==> config.mk <==
export PLATFORM = sky130hd
export DESIGN_NAME = rc4_decrypt_fsm
export DESIGN_NICKNAME = d
export VERILOG_FILES = /design/src/rtl/rc4_pkg.sv /design/src/rtl/rc4_decrypt_fsm.sv
export SDC_FILE = /design/constraint.sdc
export NUM_CORES = 1
export LEC_CHECK = 0
export BUFFER_PORTS_ARGS = -buffer_cell sky130_fd_sc_hd__buf_2
export CORE_ASPECT_RATIO = 1.4
export CORE_UTILIZATION = 35
export CTS_CLUSTER_DIAMETER = 30
export DETAILED_ROUTE_END_ITERATION = 16
export GPL_TIMING_DRIVEN = 0
export HOLD_SLACK_MARGIN = 0.15
export PLACE_DENSITY = 0.58
export SLEW_MARGIN = 0
export SYNTH_ARGS = -nofsm -noshare
export SYNTH_HDL_FRONTEND = slang
export SYNTH_SLANG_ARGS = --single-unit
==> constraint.sdc <==
create_clock -name clk -period 1.6 [get_ports clk]
set_input_delay 0 -clock clk [delete_from_list [all_inputs] [get_ports clk]]
set_output_delay 0 -clock clk [all_outputs]
set_load 0.05 [all_outputs]
==> src/rtl/rc4_pkg.sv <==
// Shared definitions for the RC4 decryption engine: FSM state encoding and
// the plaintext character-class check used for early termination.
package rc4_pkg;

   typedef enum logic [3:0] {
      ST_IDLE,
      ST_RD_SI,
      ST_CAP_SI,
      ST_RD_SJ,
      ST_CAP_SJ,
      ST_WR_SI,
      ST_WR_SJ,
      ST_RD_F,
      ST_CAP_F,
      ST_WR_D,
      ST_DONE
   } state_t;

   localparam logic [7:0] CHAR_SPACE = 8'd32;
   localparam logic [7:0] CHAR_A     = 8'd97;
   localparam logic [7:0] CHAR_Z     = 8'd122;

   // Accepted plaintext alphabet: lowercase letters and space.
   function automatic logic is_valid_char(input logic [7:0] c);
      return (c == CHAR_SPACE) || ((c >= CHAR_A) && (c <= CHAR_Z));
   endfunction

endpackage

==> src/rtl/rc4_decrypt_fsm.sv <==
// RC4 PRGA stage: swaps S[i]/S[j] in s_memory, fetches the keystream byte and
// writes encrypted XOR keystream into decrypted_message, one byte per 9 cycles.
module rc4_decrypt_fsm
   import rc4_pkg::*;
#(
   parameter int MSG_LEN  = 32,
   parameter bit CHECK_EN = 1'b1
) (
   input  logic       clk,
   input  logic       reset,
   input  logic       start,
   output logic       finish,
   output logic       fail,
   output logic [7:0] s_addr,
   output logic [7:0] s_wr_data,
   output logic       s_wren,
   input  logic [7:0] s_q,
   output logic [7:0] m_addr,
   input  logic [7:0] m_q,
   output logic [7:0] d_addr,
   output logic [7:0] d_data,
   output logic       d_wren
);

   localparam logic [7:0] LAST_K = 8'(MSG_LEN - 1);

   state_t     state;
   state_t     state_next;
   logic [7:0] i;
   logic [7:0] j;
   logic [7:0] k;
   logic [7:0] si;
   logic [7:0] sj;
   logic [7:0] f;
   logic       bad_char;

   assign bad_char = CHECK_EN && !is_valid_char(f);

   always_ff @(posedge clk) begin
      if (reset) begin
         state <= ST_IDLE;
         i     <= '0;
         j     <= '0;
         k     <= '0;
         si    <= '0;
         sj    <= '0;
         f     <= '0;
         fail  <= 1'b0;
      end else begin
         state <= state_next;
         case (state)
            ST_IDLE: begin
               if (start) begin
                  i    <= 8'd1;
                  j    <= '0;
                  k    <= '0;
                  fail <= 1'b0;
               end
            end
            ST_CAP_SI: begin
               si <= s_q;
               j  <= j + s_q;
            end
            ST_CAP_SJ: sj <= s_q;
            ST_CAP_F:  f  <= s_q ^ m_q;
            ST_WR_D: begin
               if (bad_char) begin
                  fail <= 1'b1;
               end else if (k != LAST_K) begin
                  k <= k + 8'd1;
                  i <= i + 8'd1;
               end
            end
            default: ;
         endcase
      end
   end

   // Outputs depend only on state and registers; reads in RD_* are captured
   // in the following CAP_* state because the memories have one-cycle latency.
   always_comb begin
      state_next = state;
      finish     = 1'b0;
      s_addr     = '0;
      s_wr_data  = '0;
      s_wren     = 1'b0;
      m_addr     = '0;
      d_addr     = '0;
      d_data     = '0;
      d_wren     = 1'b0;
      case (state)
         ST_IDLE:   if (start) state_next = ST_RD_SI;
         ST_RD_SI: begin
            s_addr     = i;
            state_next = ST_CAP_SI;
         end
         ST_CAP_SI: state_next = ST_RD_SJ;
         ST_RD_SJ: begin
            s_addr     = j;
            state_next = ST_CAP_SJ;
         end
         ST_CAP_SJ: state_next = ST_WR_SI;
         ST_WR_SI: begin
            s_addr     = i;
            s_wr_data  = sj;
            s_wren     = 1'b1;
            state_next = ST_WR_SJ;
         end
         ST_WR_SJ: begin
            s_addr     = j;
            s_wr_data  = si;
            s_wren     = 1'b1;
            state_next = ST_RD_F;
         end
         ST_RD_F: begin
            s_addr     = si + sj;
            m_addr     = k;
            state_next = ST_CAP_F;
         end
         ST_CAP_F: state_next = ST_WR_D;
         ST_WR_D: begin
            d_addr = k;
            d_data = f;
            d_wren = 1'b1;
            if (bad_char || (k == LAST_K)) state_next = ST_DONE;
            else                           state_next = ST_RD_SI;
         end
         ST_DONE: begin
            finish = 1'b1;
            if (!start) state_next = ST_IDLE;
         end
         default: state_next = ST_IDLE;
      endcase
   end

endmodule

* Yosys cells after proc, flatten, opt, wreduce, memory -nomap -nowiden
Cells that the tools add are included.
Operators by class: $add $sub $neg 4, $lt $le $gt $ge 2, equal/unequal tests 18, muxes and demuxes 24, bitwise gates (word level) 1, reduce and logical (&&, ||, !) cells 14
Operator list (count):
- two-way mux 8 bit | 9
- case mux 8 bit (2 select lines) | 4
- case mux 4 bit (11 select lines) | 1
- case mux 8 bit (3 select lines) | 1
- adder 8 x 1 -> 8 bit (second input constant) | 2
- adder 8 bit | 2
- equality test 4 x 3 -> 1 bit (second input constant) | 4
- equality test 4 bit (second input constant) | 3
- two-way mux 4 bit | 3
- != test 2 bit (second input constant) | 5
- equality test 4 x 2 -> 1 bit (second input constant) | 2
- equality test 8 x 5 -> 1 bit (second input constant) | 1
- equality test 8 x 6 -> 1 bit (second input constant) | 1
- greater-or-equal comparator 8 x 7 -> 1 bit (second input constant) | 1
- less-or-equal comparator 8 x 7 -> 1 bit (second input constant) | 1
- != test 8 x 5 -> 1 bit (second input constant) | 1
- XOR 8 bit | 1
- OR reduction 2 bit | 3
- two-way mux 1 bit | 5
- equality test 4 x 1 -> 1 bit (second input constant) | 1
- logical NOT 4 bit | 1
- AND reduction 2 bit | 2
- AND reduction 4 bit | 1
- nonzero test 2 bit | 2
- other kinds (5) | 6
Storage, ports and cells: bits in registers 53, bits of input ports 19, output and inout bits 44, logic and storage cells 71

* Depth between registers and ports, before layout
depth after elaboration 7, mapped depth 9

* Worst setup path before layout
No wires, ideal clock.
path type register to output, start point reg si[0], end point out s_addr[6], arrival time 3.267 ns, path slack -1.667 ns, stages on the path, launching flop included 9, cells stage by stage dfxtp_1 -> ha_1 -> inv_1 -> fa_1 -> nor2b_1 -> o21ai_0 -> a21boi_0 -> o21ai_0 -> o311ai_0
On the way: cells in the longest elaborated chain, start to end 2
RTL lines:
- start: declaration | line rc4_decrypt_fsm.sv:32 | logic [7:0] si;
- start signal: assignment | line rc4_decrypt_fsm.sv:61 | si <= s_q;
- adder 8 bit | line rc4_decrypt_fsm.sv:116 | s_addr = si + sj;
- case mux 8 bit (3 select lines) | line rc4_decrypt_fsm.sv:91 | case (state)
- end: declaration | line rc4_decrypt_fsm.sv:14 | output logic [7:0] s_addr,
Every way passes these cells.

* Worst setup path in the final report
start point reg sj[0], end point out s_addr[6]
On the way: cells in the longest elaborated chain, start to end 2
RTL lines:
- start: declaration | line rc4_decrypt_fsm.sv:33 | logic [7:0] sj;
- start signal: assignment | line rc4_decrypt_fsm.sv:64 | ST_CAP_SJ: sj <= s_q;
- adder 8 bit | line rc4_decrypt_fsm.sv:116
- case mux 8 bit (3 select lines) | line rc4_decrypt_fsm.sv:91
Every way passes these cells.

==> flow_metrics.env <==
export IMPL_outcome="finished, violations left"
export IMPL_violations="setup timing"
export IMPL_arrival_ns=2.13
export IMPL_clk_latency_ns=0.30
export IMPL_ys_flop_type="dfxtp_1"
export IMPL_root_buffer="clkbuf_16"
export IMPL_cts_buffer_depth=2
export IMPL_p_sw_frac=0.294
export IMPL_wire_per_inst_um=17.4
export IMPL_cts_max_level=2
export IMPL_worstHoldStart="reset"
export IMPL_cp_data_required_time_ns=1.60
export IMPL_postRouteAntennaNets=0
export IMPL_firstDrtPassIters=4
export IMPL_synth_seq_cells=53
export IMPL_final_cell_mix="nand2_1 (48), buf_4 (45), buf_6 (38)"
export IMPL_grt_pass1_wl_um=17000
export IMPL_critPathLaunchType="flop"
export IMPL_tightest_slew_ns=0.613
export IMPL_coreArea_mm2=0.00871
export IMPL_cts_num_sinks=53
export IMPL_synth_top_cell_area_share=0.331
export IMPL_antenna_found_initial=0
export IMPL_setup_viol=44
export IMPL_power_density_mw_per_mm2=632
export IMPL_fillers=727
export IMPL_synth_top_family_by_area="simple AND/OR/NAND/NOR gates"
export IMPL_yosysTopAreaCell="dfxtp_1"
export IMPL_critPathKind="flop to output pin"
export IMPL_area_delta_synth_final_pct=69.3
export IMPL_final_common_cell="nand2_1"
export IMPL_drive_gt1_frac=0.474
export IMPL_grt_start_max_net_pins=16
export IMPL_io_pins=63
export IMPL_cap_violations=0
export IMPL_hp_class="input port to flop"
export IMPL_ys_types=45
export IMPL_vias=3430
export IMPL_die_w_um=82.9
export IMPL_dieArea_mm2=0.00955
export IMPL_yosys_area_share_simple=0.251
export IMPL_clk_pin_slew_worst_paths_ns=0.07
export IMPL_overflow=0
export IMPL_synthCells=401
export IMPL_cts_made_buffers=5
export IMPL_leakage_nw=2.05
export IMPL_endpoint_kind="output pin"
export IMPL_cts_tree="built"
export IMPL_totalPowerFinal_mw=3.43
export IMPL_multiInputGateArea_mm2=0.00269
export IMPL_clock_power_share=0.340
export IMPL_slew_viol_final=0
export IMPL_synth_area_leaders="dfxtp_1 (33%), ha_1 (6.2%), nand2_1 (6.0%), nor2_1 (5.5%), a21oi_1 (5.5%)"
export IMPL_combPwrFrac=0.251
export IMPL_fin_crit_sh=1.33
export IMPL_port_buffers=61
export IMPL_period_needed_ns=2.13
export IMPL_ff_latch_area_mm2=0.00111
export IMPL_cp_startpoint="sj[0]$_SDFFE_PP0P_"
export IMPL_maxSlewHeadroom=0.591
export IMPL_ir_drop_mv=0.395
export IMPL_drc=0
export IMPL_muxShareOfSynthArea=0.00312
export IMPL_power_frac_seq=0.408
export IMPL_synth_compound_area_frac=0.206
export IMPL_start_util=0.368
export IMPL_grt_usage=0.227
export IMPL_synth_edff_count=0
export IMPL_worst_slack_ns=-0.531
export IMPL_gp_congestion=0.850
export IMPL_synth_fa_ha_area_frac=0.0750
export IMPL_diodes=0
export IMPL_dp_hpwl_um=7230
export IMPL_synth_warning_count=0
export IMPL_syn_nets=438
export IMPL_final_nets=570
export IMPL_yosys_area_share_xor_xnor=0.0902
export IMPL_fin_skew_ns=0.00786
export IMPL_async_reset_ff_frac=0
export IMPL_rsz0062_at_grt="yes"
export IMPL_final_cell_area_mm2=0.00542
export IMPL_placed_area_mm2=0.00380
export IMPL_first_iter_violations=143
export IMPL_rows=40
export IMPL_grt_pass1_vias=3304
export IMPL_p_sw_mw=1.01
export IMPL_die_h_um=115
export IMPL_hold_violations=0
export IMPL_r2r_start="k[1]$_SDFFE_PP0P_"
export IMPL_drt_wl_total_um=11100
export IMPL_fmax_ghz=0.469
export IMPL_intPower_mw=2.42
export IMPL_worst_hold_slack_ns=0.184
export IMPL_synthesis_area_mm2=0.00320
export IMPL_yosysSeqAreaShare=0.331
export IMPL_syn_avg_cell_area_um2=7.99
export IMPL_crit_fanout=2
export IMPL_routed_via_density=5.37
[worst paths after layout]
check	slack (ns)	depth (start not counted)	end
worst max-delay path	-0.53	10	s_addr[6]
worst min-delay path	0.18	4	j[7]$_SDFFE_PP0P_
worst max register to register	-0.28	8	k[7]$_SDFFE_PP0P_
worst min register to register	0.49	2	si[5]$_SDFFE_PP0P_
[cell usage after synthesis, types with 3 or more instances]
master / number
a211oi_1: 10
a21o_1: 3
a21oi_1: 35
a222oi_1: 3
a22oi_1: 12
and2_1: 22
and3_1: 8
buf_2: 7
clkbuf_1: 12
dfxtp_1: 53
ha_1: 16
inv_1: 11
nand2_1: 51
nand2b_1: 6
nand3_1: 11
nor2_1: 47
nor2b_1: 4
nor3_1: 7
o2111ai_1: 9
o21ai_0: 10
o21bai_1: 3
xnor2_1: 16
xor2_1: 17
[layer usage]
| metal | share of wire | up-vias | GRT usage |
|---|---|---|---|
| met2 | 0.54 | 87 | 0.433 |
| met1 | 0.40 | 1661 | 0.250 |
| met5 | 0 | - | 0 |
| li1 | - | 1660 | - |
| met4 | 0.027 | 0 | 0.0931 |
| met3 | 0.030 | 22 | 0.0330 |
[stage by stage]
step / utilization / TNS (ns) / setup WS (ns) / instances
2_1_floorplan: - / -2.19 / -0.318 / 401
3_3_place_gp: 0.437 / -16.15 / -0.443 / 567
3_5_place_dp: 0.437 / -16.16 / -0.424 / 567
4_1_cts: 0.572 / -7.02 / -0.505 / 623
5_1_grt: 0.623 / -11.41 / -0.610 / 639
6_report: 0.623 / -8.05 / -0.531 / 639
[worst max-delay path, cell delays in order, from the launching register on]
cell and delay (ns):
dfxtp_4 0.36, ha_4 0.15, inv_2 0.04, fa_2 0.35, nor2b_2 0.15, o21ai_2 0.08
a21boi_2 0.16, o21ai_2 0.09, nand4b_1 0.14, o311ai_4 0.13, buf_6 0.19
[flip-flops by register name (all words and copies together), names as in the netlist]
name and count:
f 8, fail 1, i 8, j 8
k 8, si 8, sj 8, state 4
[kinds of logic after synthesis]
kind of cell | count (synthesis)
buf+inv | 32
xor+xnor | 33
simple gates | 165
fa+ha+maj | 18
mux | 1
compound gates | 99
flops | 53
[repair_timing]
action | 4_1_cts | 5_1_grt
pin swaps | 36 | 31
gates resized for setup | 160 | 68
hold buffers | 20 | 0
gates cloned | 2 | 0
hold endpoints to repair | 28 | 0
endpoints found under the setup margin | 82 | 70
setup buffers | 29 | 20
[power groups by stage]
stage                     Clock [mW]  Sequential [mW]  Combinational, mW
after floorplan                    0             1.41              0.344
after CTS                       1.18             1.39              0.703
after global routing            1.23             1.40              0.918
after detailed placement           0             1.43              0.488
after global placement             0             1.43              0.482
final                           1.17             1.40              0.861
[area by class of cell]
class,count,area share
well taps,105,0.0242
inverters,11,0.00923
flip-flops and latches,53,0.204
repair buffers,128,0.206
clock buffers,7,0.0281
multi-input cells,316,0.496
plain buffers,18,0.0307
clock inverters,1,0.000923
Note: power is estimated with default switching activity, not from simulation.
